==> src/rtl/obi_master_pkg.sv <==
// obi_master_pkg: shared types and default widths for the OBI master.
// Holds the transaction FSM state encoding and the default bus widths.
package obi_master_pkg;

  localparam int OBI_ADDR_WIDTH = 32;
  localparam int OBI_DATA_WIDTH = 32;

  typedef enum logic [1:0] {
    IDLE,
    REQ,
    WAIT_R,
    RSP
  } obi_state_e;

endpackage

==> src/rtl/obi_master_be.sv <==
// obi_master_be: single-outstanding OBI master with byte enables.
// Turns one controller command into one OBI A/R transaction.
//
// Ports:
//   clk_i, reset_i       clock, async active-high reset
//   cmd_*                controller command (valid/ready, we, addr, be, wdata)
//   rsp_*                controller response (valid/ready, rdata, err)
//   obi_req_o/gnt_i      OBI A-channel handshake, addr/we/be/wdata
//   obi_rvalid_i/rready  OBI R-channel handshake, rdata/err
//
// Option: define OBI_MASTER_ALIGN_CHK_EN to reject commands whose byte
// enables touch lanes below the address offset; those go straight to
// a response with rsp_err_o=1 and never reach the bus.
module obi_master_be
  import obi_master_pkg::*;
#(
  parameter int ADDR_WIDTH = OBI_ADDR_WIDTH,
  parameter int DATA_WIDTH = OBI_DATA_WIDTH
) (
  input  logic                    clk_i,
  input  logic                    reset_i,
  input  logic                    cmd_valid_i,
  output logic                    cmd_ready_o,
  input  logic                    cmd_we_i,
  input  logic [ADDR_WIDTH-1:0]   cmd_addr_i,
  input  logic [DATA_WIDTH/8-1:0] cmd_be_i,
  input  logic [DATA_WIDTH-1:0]   cmd_wdata_i,
  output logic                    rsp_valid_o,
  input  logic                    rsp_ready_i,
  output logic [DATA_WIDTH-1:0]   rsp_rdata_o,
  output logic                    rsp_err_o,
  output logic                    obi_req_o,
  input  logic                    obi_gnt_i,
  output logic [ADDR_WIDTH-1:0]   obi_addr_o,
  output logic                    obi_we_o,
  output logic [DATA_WIDTH/8-1:0] obi_be_o,
  output logic [DATA_WIDTH-1:0]   obi_wdata_o,
  input  logic                    obi_rvalid_i,
  output logic                    obi_rready_o,
  input  logic [DATA_WIDTH-1:0]   obi_rdata_i,
  input  logic                    obi_err_i
);

  localparam int BE_W = DATA_WIDTH / 8;

  obi_state_e state_q, state_d;

  logic                  we_q, we_d;
  logic [ADDR_WIDTH-1:0] addr_q, addr_d;
  logic [BE_W-1:0]       be_q, be_d;
  logic [DATA_WIDTH-1:0] wdata_q, wdata_d;
  logic [DATA_WIDTH-1:0] rdata_q, rdata_d;
  logic                  err_q, err_d;

  logic misalign;

`ifdef OBI_MASTER_ALIGN_CHK_EN
  localparam int OFF_W = (BE_W > 1) ? $clog2(BE_W) : 1;

  logic [OFF_W-1:0] off;

  assign off = cmd_addr_i[OFF_W-1:0];

  // A lane below the byte offset cannot be reached within this word.
  always_comb begin
    misalign = 1'b0;
    for (int i = 0; i < BE_W; i++) begin
      if (BE_W > 1 && cmd_be_i[i] && i < int'(off)) begin
        misalign = 1'b1;
      end
    end
  end
`else
  assign misalign = 1'b0;
`endif

  always_ff @(posedge clk_i or posedge reset_i) begin
    if (reset_i) begin
      state_q <= IDLE;
      we_q    <= 1'b0;
      addr_q  <= '0;
      be_q    <= '0;
      wdata_q <= '0;
      rdata_q <= '0;
      err_q   <= 1'b0;
    end else begin
      state_q <= state_d;
      we_q    <= we_d;
      addr_q  <= addr_d;
      be_q    <= be_d;
      wdata_q <= wdata_d;
      rdata_q <= rdata_d;
      err_q   <= err_d;
    end
  end

  always_comb begin
    state_d = state_q;
    we_d    = we_q;
    addr_d  = addr_q;
    be_d    = be_q;
    wdata_d = wdata_q;
    rdata_d = rdata_q;
    err_d   = err_q;
    unique case (state_q)
      IDLE: begin
        if (cmd_valid_i) begin
          we_d    = cmd_we_i;
          addr_d  = cmd_addr_i;
          be_d    = cmd_be_i;
          wdata_d = cmd_we_i ? cmd_wdata_i : '0;
          // A rejected command answers with err and no data.
          rdata_d = '0;
          err_d   = misalign;
          state_d = misalign ? RSP : REQ;
        end
      end
      REQ: begin
        if (obi_gnt_i) state_d = WAIT_R;
      end
      WAIT_R: begin
        if (obi_rvalid_i) begin
          rdata_d = we_q ? '0 : obi_rdata_i;
          err_d   = obi_err_i;
          state_d = RSP;
        end
      end
      RSP: begin
        if (rsp_ready_i) state_d = IDLE;
      end
      default: state_d = IDLE;
    endcase
  end

  assign cmd_ready_o  = (state_q == IDLE);
  assign obi_req_o    = (state_q == REQ);
  assign obi_rready_o = (state_q == WAIT_R);
  assign rsp_valid_o  = (state_q == RSP);

  // Bus and response fields read as zero outside their phase.
  assign obi_addr_o  = obi_req_o ? addr_q : '0;
  assign obi_we_o    = obi_req_o & we_q;
  assign obi_be_o    = obi_req_o ? be_q : '0;
  assign obi_wdata_o = obi_req_o ? wdata_q : '0;
  assign rsp_rdata_o = rsp_valid_o ? rdata_q : '0;
  assign rsp_err_o   = rsp_valid_o & err_q;

endmodule

==> config.mk <==
export PLATFORM = sky130hd
export DESIGN_NAME = obi_master_be
export DESIGN_NICKNAME = d
export VERILOG_FILES = /design/src/rtl/obi_master_pkg.sv /design/src/rtl/obi_master_be.sv
export SDC_FILE = /design/constraint.sdc
export NUM_CORES = 1
export LEC_CHECK = 0
export ABC_CLOCK_PERIOD_IN_PS = 3840
export CAP_MARGIN = 5
export CELL_PAD_IN_SITES_DETAIL_PLACEMENT = 0
export CELL_PAD_IN_SITES_GLOBAL_PLACEMENT = 1
export CORE_MARGIN = 1.5
export CORE_UTILIZATION = 30
export CTS_BUF_LIST = sky130_fd_sc_hd__clkbuf_2 sky130_fd_sc_hd__clkbuf_4 sky130_fd_sc_hd__clkbuf_8
export CTS_CLUSTER_DIAMETER = 80
export DETAILED_ROUTE_END_ITERATION = 8
export HOLD_SLACK_MARGIN = 0.15
export PLACE_DENSITY_LB_ADDON = 0.15
export SLEW_MARGIN = 20
export SYNTH_ARGS = -nofsm -noshare
export SYNTH_HDL_FRONTEND = slang
export SYNTH_SLANG_ARGS = --single-unit
==> constraint.sdc <==
create_clock -name clk_i -period 3.84 [get_ports clk_i]
set_clock_uncertainty 0.2 [all_clocks]
set_input_delay 0.96 -clock clk_i [delete_from_list [all_inputs] [get_ports clk_i]]
set_output_delay 0.96 -clock clk_i [all_outputs]
set_load 0.05 [all_outputs]
---- After elaboration in Yosys (flattened, before gate mapping) ----
Cells that the tools add are included.
cells by class
  add/sub/neg operators ................... 0
  multiply operators ...................... 0
  divide/modulo/power cells ............... 0
  order comparisons ....................... 0
  eq/ne operators ......................... 7
  shift-type cells ........................ 0
  mux-type cells .......................... 17
  bitwise gates (word level) .............. 2
  reductions and logical operators ........ 5
operators by type and width
  kind                number
  $mux 32             7
  $pmux 32 s2         1
  $mux 2              4
  $pmux 2 s4          1
  $eq 2x2->1 const B  2
  $mux 4              1
  $ne 2x1->1 const B  2
  $ne 2x2->1 const B  2
  $reduce_and 4->1    1
  $reduce_and 3->1    1
  $and 1x1->1         2
  $eq 2x1->1 const B  1
  $logic_not 2->1     1
  $mux 1              2
  $pmux 1 s2          1
  $reduce_and 2->1    1
  $reduce_bool 2->1   1
word-level totals
  bits in registers ....................... 104
  latch bits .............................. 0
  RAM bits ................................ 0
  memory bits (read-only) ................. 0
  input port bits ......................... 108
  word-level logic and storage cells ...... 38
  memories ................................ 0

---- Longest topological paths before layout ----
Gate-level depths: netlist (run 1).
  word-level depth ........................ 3
  depth in mapped cells ................... 7
  mapped depth without buffers ............ 5

---- Least setup slack after synthesis (run 1) ----
No wires, ideal clock.
  kind .................................... register -> output
  from .................................... register state_q[1]
  to ...................................... output port obi_addr_o[21]
  arrival time ............................ 1.970 ns
  data required time ...................... 2.680 ns
  slack ................................... 0.710 ns
  cell stages (with the launch flop) ...... 6
  buffers on the path ..................... 2
  cells stage by stage .................... dfrtp_1 inv_1 ha_1 clkbuf_1 clkbuf_1 and2_1
between the ends
  word-level cells in the longest chain between the ends .. 2
ends and longest elaborated chain
  what                    RTL line              source
  start, declared         obi_master_be.sv:46   obi_state_e state_q, state_d;
  start signal, assigned  obi_master_be.sv:87   state_q <= state_d;
  $eq 2x1->1              obi_master_be.sv:136  assign obi_req_o = (state_q == REQ);
  net obi_req_o           obi_master_be.sv:32   output logic obi_req_o,
  $mux 32                 obi_master_be.sv:141  assign obi_addr_o = obi_req_o ? addr_q : '0;
  end, declared           obi_master_be.sv:34   output logic [ADDR_WIDTH-1:0] obi_addr_o,
The timed path passes the listed nets, and every way through them passes these cells.

---- Final worst setup path (run 1) ----
  from .................................... register state_q[1]
  to ...................................... output port rsp_rdata_o[11]
between the ends
  word-level cells in the longest chain between the ends .. 2
ends and longest elaborated chain
  what           RTL line              source
  $eq 2x2->1     obi_master_be.sv:138  assign rsp_valid_o = (state_q == RSP);
  $mux 32        obi_master_be.sv:145  assign rsp_rdata_o = rsp_valid_o ? rdata_q : '0;
  end, declared  obi_master_be.sv:30   output logic [DATA_WIDTH-1:0] rsp_rdata_o,
Every way passes these cells.

==> results of run 1 <==
==> final cells by class <==
| type | count | area [µm²] |
|---|---|---|
| Timing Repair Buffer | 224 | 2092 |
| Clock inverter | 4 | 31.28 |
| Sequential cell | 104 | 2603 |
| Multi-Input combinational cell | 351 | 2484 |
| Clock buffer | 12 | 146.4 |
| Inverter | 3 | 15.01 |
| Fill cell | 1680 | 9644 |
| Tap cell | 225 | 281.5 |
==> cell families after synthesis <==
logic type,after synthesis,share of synthesized area (%)
AOI/OAI and AO/OA,98,13.60
adders and majority gates,6,1.409
buffers and inverters,45,4.955
DFF,104,48.85
muxes,40,10.94
and+or+nand+nor,207,20.24
==> worst min-delay path, cell delays in order (launching register included) <==
cell and delay (ns):
sky130_fd_sc_hd__dfrtp_1 0.35, sky130_fd_sc_hd__nand2_1 0.05, sky130_fd_sc_hd__o21ai_1 0.06
==> routing by layer <==
| metal | global-route usage [%] | wire length [µm] |
|---|---|---|
| met1 | 18.96 | 6039 |
| met2 | 25.81 | 6759 |
| met3 | 4.400 | 906 |
| met4 | 4.846 | 206 |
| met5 | 0 | 0 |
==> layout by cell type (no fill, tap or decap) <==
cell type	n
sky130_fd_sc_hd__o31ai_2	30
sky130_fd_sc_hd__dfrtp_1	104
sky130_fd_sc_hd__o31ai_1	2
sky130_fd_sc_hd__clkdlybuf4s50_1	144
sky130_fd_sc_hd__clkinv_4	3
sky130_fd_sc_hd__ha_1	5
sky130_fd_sc_hd__nor2_1	1
sky130_fd_sc_hd__clkbuf_8	9
sky130_fd_sc_hd__clkinv_2	1
sky130_fd_sc_hd__nand2_4	1
sky130_fd_sc_hd__mux2i_1	1
sky130_fd_sc_hd__and2b_1	1
sky130_fd_sc_hd__mux2i_4	1
sky130_fd_sc_hd__nor4_4	1
sky130_fd_sc_hd__clkinvlp_4	1
sky130_fd_sc_hd__o21ai_0	14
sky130_fd_sc_hd__nor2b_1	2
sky130_fd_sc_hd__buf_4	76
sky130_fd_sc_hd__mux2_1	2
sky130_fd_sc_hd__nand2_1	97
sky130_fd_sc_hd__o41ai_1	1
sky130_fd_sc_hd__mux2_4	36
sky130_fd_sc_hd__nor2b_4	2
sky130_fd_sc_hd__inv_1	2
sky130_fd_sc_hd__o21ai_1	51
sky130_fd_sc_hd__and2_1	102
sky130_fd_sc_hd__buf_12	4
sky130_fd_sc_hd__ha_2	1
sky130_fd_sc_hd__clkbuf_4	3
==> through the flow <==
| step | setup slack (ns) | std cells | hold slack (ns) | instance area (µm²) | power [mW] |
|---|---|---|---|---|---|
| after floorplan | 0.7096 | 500 | 0.2474 | 5331 | 4.335 |
| after global placement | 0.8102 | 907 | 0.2593 | 7475 | 5.191 |
| after detailed placement | 0.7108 | 907 | 0.2677 | 7475 | 5.236 |
| after CTS | 0.2833 | 923 | 0.2911 | 7652 | 5.908 |
| after global routing | 0.1706 | 923 | 0.3091 | 7652 | 6.223 |
| final | 0.3479 | 923 | 0.2856 | 7652 | 5.813 |
==> flip-flops by register name (all words and copies together), names as in the netlist <==
signal and count:
wdata_q 32, be_q 4, we_q 1, addr_q 32
rdata_q 32, err_q 1, state_q 2
==> path summary, 6_finish.rpt <==
kind | start | to | depth (start not counted)
worst min-delay path | wdata_q[29] | wdata_q[29] | 2
worst min register to register | wdata_q[29] | wdata_q[29] | 2
min in group asynchronous | reset_i | rdata_q[8] | 3
worst max-delay path | state_q[1] | rsp_rdata_o[11] | 4
max in group asynchronous | reset_i | wdata_q[8] | 3
worst max register to register | state_q[0] | rdata_q[16] | 6
==> power by group through the flow <==
| stage | clock network (mW) | logic [mW] | registers, mW |
|---|---|---|---|
| after floorplan | 0 | 2.57 | 1.77 |
| after global placement | 0 | 3.34 | 1.85 |
| after detailed placement | 0 | 3.37 | 1.86 |
| after CTS | 0.684 | 3.38 | 1.84 |
| after global routing | 0.718 | 3.60 | 1.90 |
| final | 0.641 | 3.33 | 1.84 |
==> impl_metrics.env, run 1 <==
export IMPL_dieHeight_um=136.3
export IMPL_post_cts_buffers=0
export IMPL_design_portCount=214
export IMPL_final_setup_tns_ns=0
export IMPL_route_detailed_wl_per_inst_um=15.07
export IMPL_vdd_drop_max_mv=0.5460
export IMPL_wirelength_um=13910
export IMPL_cts_tree="built"
export IMPL_synth_async_reset_ratio_pct=100.0
export IMPL_dr_total_vias=4135
export IMPL_cts_resized_gates=0
export IMPL_ant_nets=0
export IMPL_leakage_nw=3.490
export IMPL_final_period_minus_worst_setup_slack_ns=3.492
export IMPL_synth_cells=500
export IMPL_die_area_um2=18570
export IMPL_overflow=0
export IMPL_first_pass_iters=4
export IMPL_max_transition_viols_final=0
export IMPL_cap_violations=0
export IMPL_setup_worst_path_end_class="output pin"
export IMPL_post_route_drc_count=0
export IMPL_fp_row_count=48
export IMPL_seqPwrFrac_pct=31.6
export IMPL_maximum_number_of_pins_on_one_net_before_global_route_repair=71
export IMPL_clk_insertion_delay_late_ns=0.38
export IMPL_power_switching_mw=2.676
export IMPL_clock_path_buffers=2
export IMPL_cpMaxStageDelayCell="sky130_fd_sc_hd__clkdlybuf4s50_1"
export IMPL_postLayoutCoreUtil_pct=44.24
export IMPL_cts_htree_levels=3
export IMPL_floorplan_die_width_um=136.3
export IMPL_grt_total_usage_pct=15.35
export IMPL_synth_yosys_seq_area_share_pct=48.85
export IMPL_cell_area_power_density_nw_per_um2=759.6
export IMPL_setup_viol=0
export IMPL_tightest_pin_transition_ns=0.8676
export IMPL_power_report_internal_total_mw=3.137
export IMPL_status="completed"
export IMPL_synth_top_flop_cell="sky130_fd_sc_hd__dfrtp_1"
export IMPL_slew_limit_headroom_pct=42.16
export IMPL_yosysWarnings=0
export IMPL_timing_critical_path_slowest_cell_delay_ns=0.80
export IMPL_timing_critical_path_cells="ha_1 -> buf_4 -> and2_1 -> clkdlybuf4s50_1"
export IMPL_number_of_vias_per_cell_after_detailed_routing=4.480
export IMPL_count_of_flip_flops_with_a_built_in_enable_after_synthesis=0
export IMPL_timing_worst_setup_path_type="reg2out"
export IMPL_antenna_cell_count=0
export IMPL_synth_area_top_cells="sky130_fd_sc_hd__dfrtp_1 49%, sky130_fd_sc_hd__and2_1 12%, sky130_fd_sc_hd__mux2_4 10%"
export IMPL_port_buffers=213
export IMPL_clk_root_buffer_cell="sky130_fd_sc_hd__clkbuf_8"
export IMPL_detail_route_iter0_violations=156
export IMPL_synthToLayoutAreaGrowth_pct=43.64
export IMPL_share_clk_of_total_power_pct=11.0
export IMPL_gp_congestion=0.7218
export IMPL_synth_nets=614
export IMPL_yosys_reg_bits=104
export IMPL_cts_hold_repair_buffers=0
export IMPL_cts_clk_slew_worst_paths_ns=0.09
export IMPL_ys_top_cells_by_count="104 x sky130_fd_sc_hd__dfrtp_1, 102 x sky130_fd_sc_hd__and2_1, 98 x sky130_fd_sc_hd__nand2_1"
export IMPL_worst_ep_arrival_time_ns=2.33
export IMPL_grt_setup_unrepaired="false"
export IMPL_grt_pass1_vias=4179
export IMPL_yosys_area_top_type_share_pct=48.85
export IMPL_syn_area_um2=5328
export IMPL_synthDominantAreaCellType="sky130_fd_sc_hd__dfrtp_1"
export IMPL_global_route_wire_length_before_repair_um=22110
export IMPL_cts_num_sinks=104
export IMPL_number_of_antenna_violations_at_the_first_check_in_global_routing=0
export IMPL_share_comb_of_total_power_pct=57.3
export IMPL_hpwlAfterDp_um=9662
export IMPL_drive_above_1_share_pct=24.21
export IMPL_final_hold_viol_count=0
export IMPL_initial_core_utilization_pct=30.80
export IMPL_netSwitchingFraction_pct=46.03
export IMPL_critPathTopFamily="buffers and inverters"
export IMPL_post_synth_top_count_cell="sky130_fd_sc_hd__dfrtp_1"
export IMPL_synth_distinct_cells=23
export IMPL_crit_fanout=30
export IMPL_synthesis_area_per_instance_um2=10.66
export IMPL_timing_fmax_ghz=0.2864
export IMPL_finish_net_count=807
export IMPL_worst_endpoint_required_ns=2.68
export IMPL_crit_buf_inv=2
export IMPL_final_min_period_over_clock_period_pct=90.94
export IMPL_reg2reg_setup_slack_ns=1.48
export IMPL_cts_made_buffers=9
export IMPL_hold_path_class="reg2reg"
export IMPL_crit_path_start_kind="register"
export IMPL_design_core_area_um2=17300
(Power assumes the default switching activity.)
==> run 2: changes to the inputs <==
CTS_CLUSTER_DIAMETER = 200   (was 80)
==> results of run 2 <==
The final DEF is identical to that of run 1; final timing and power are the same.
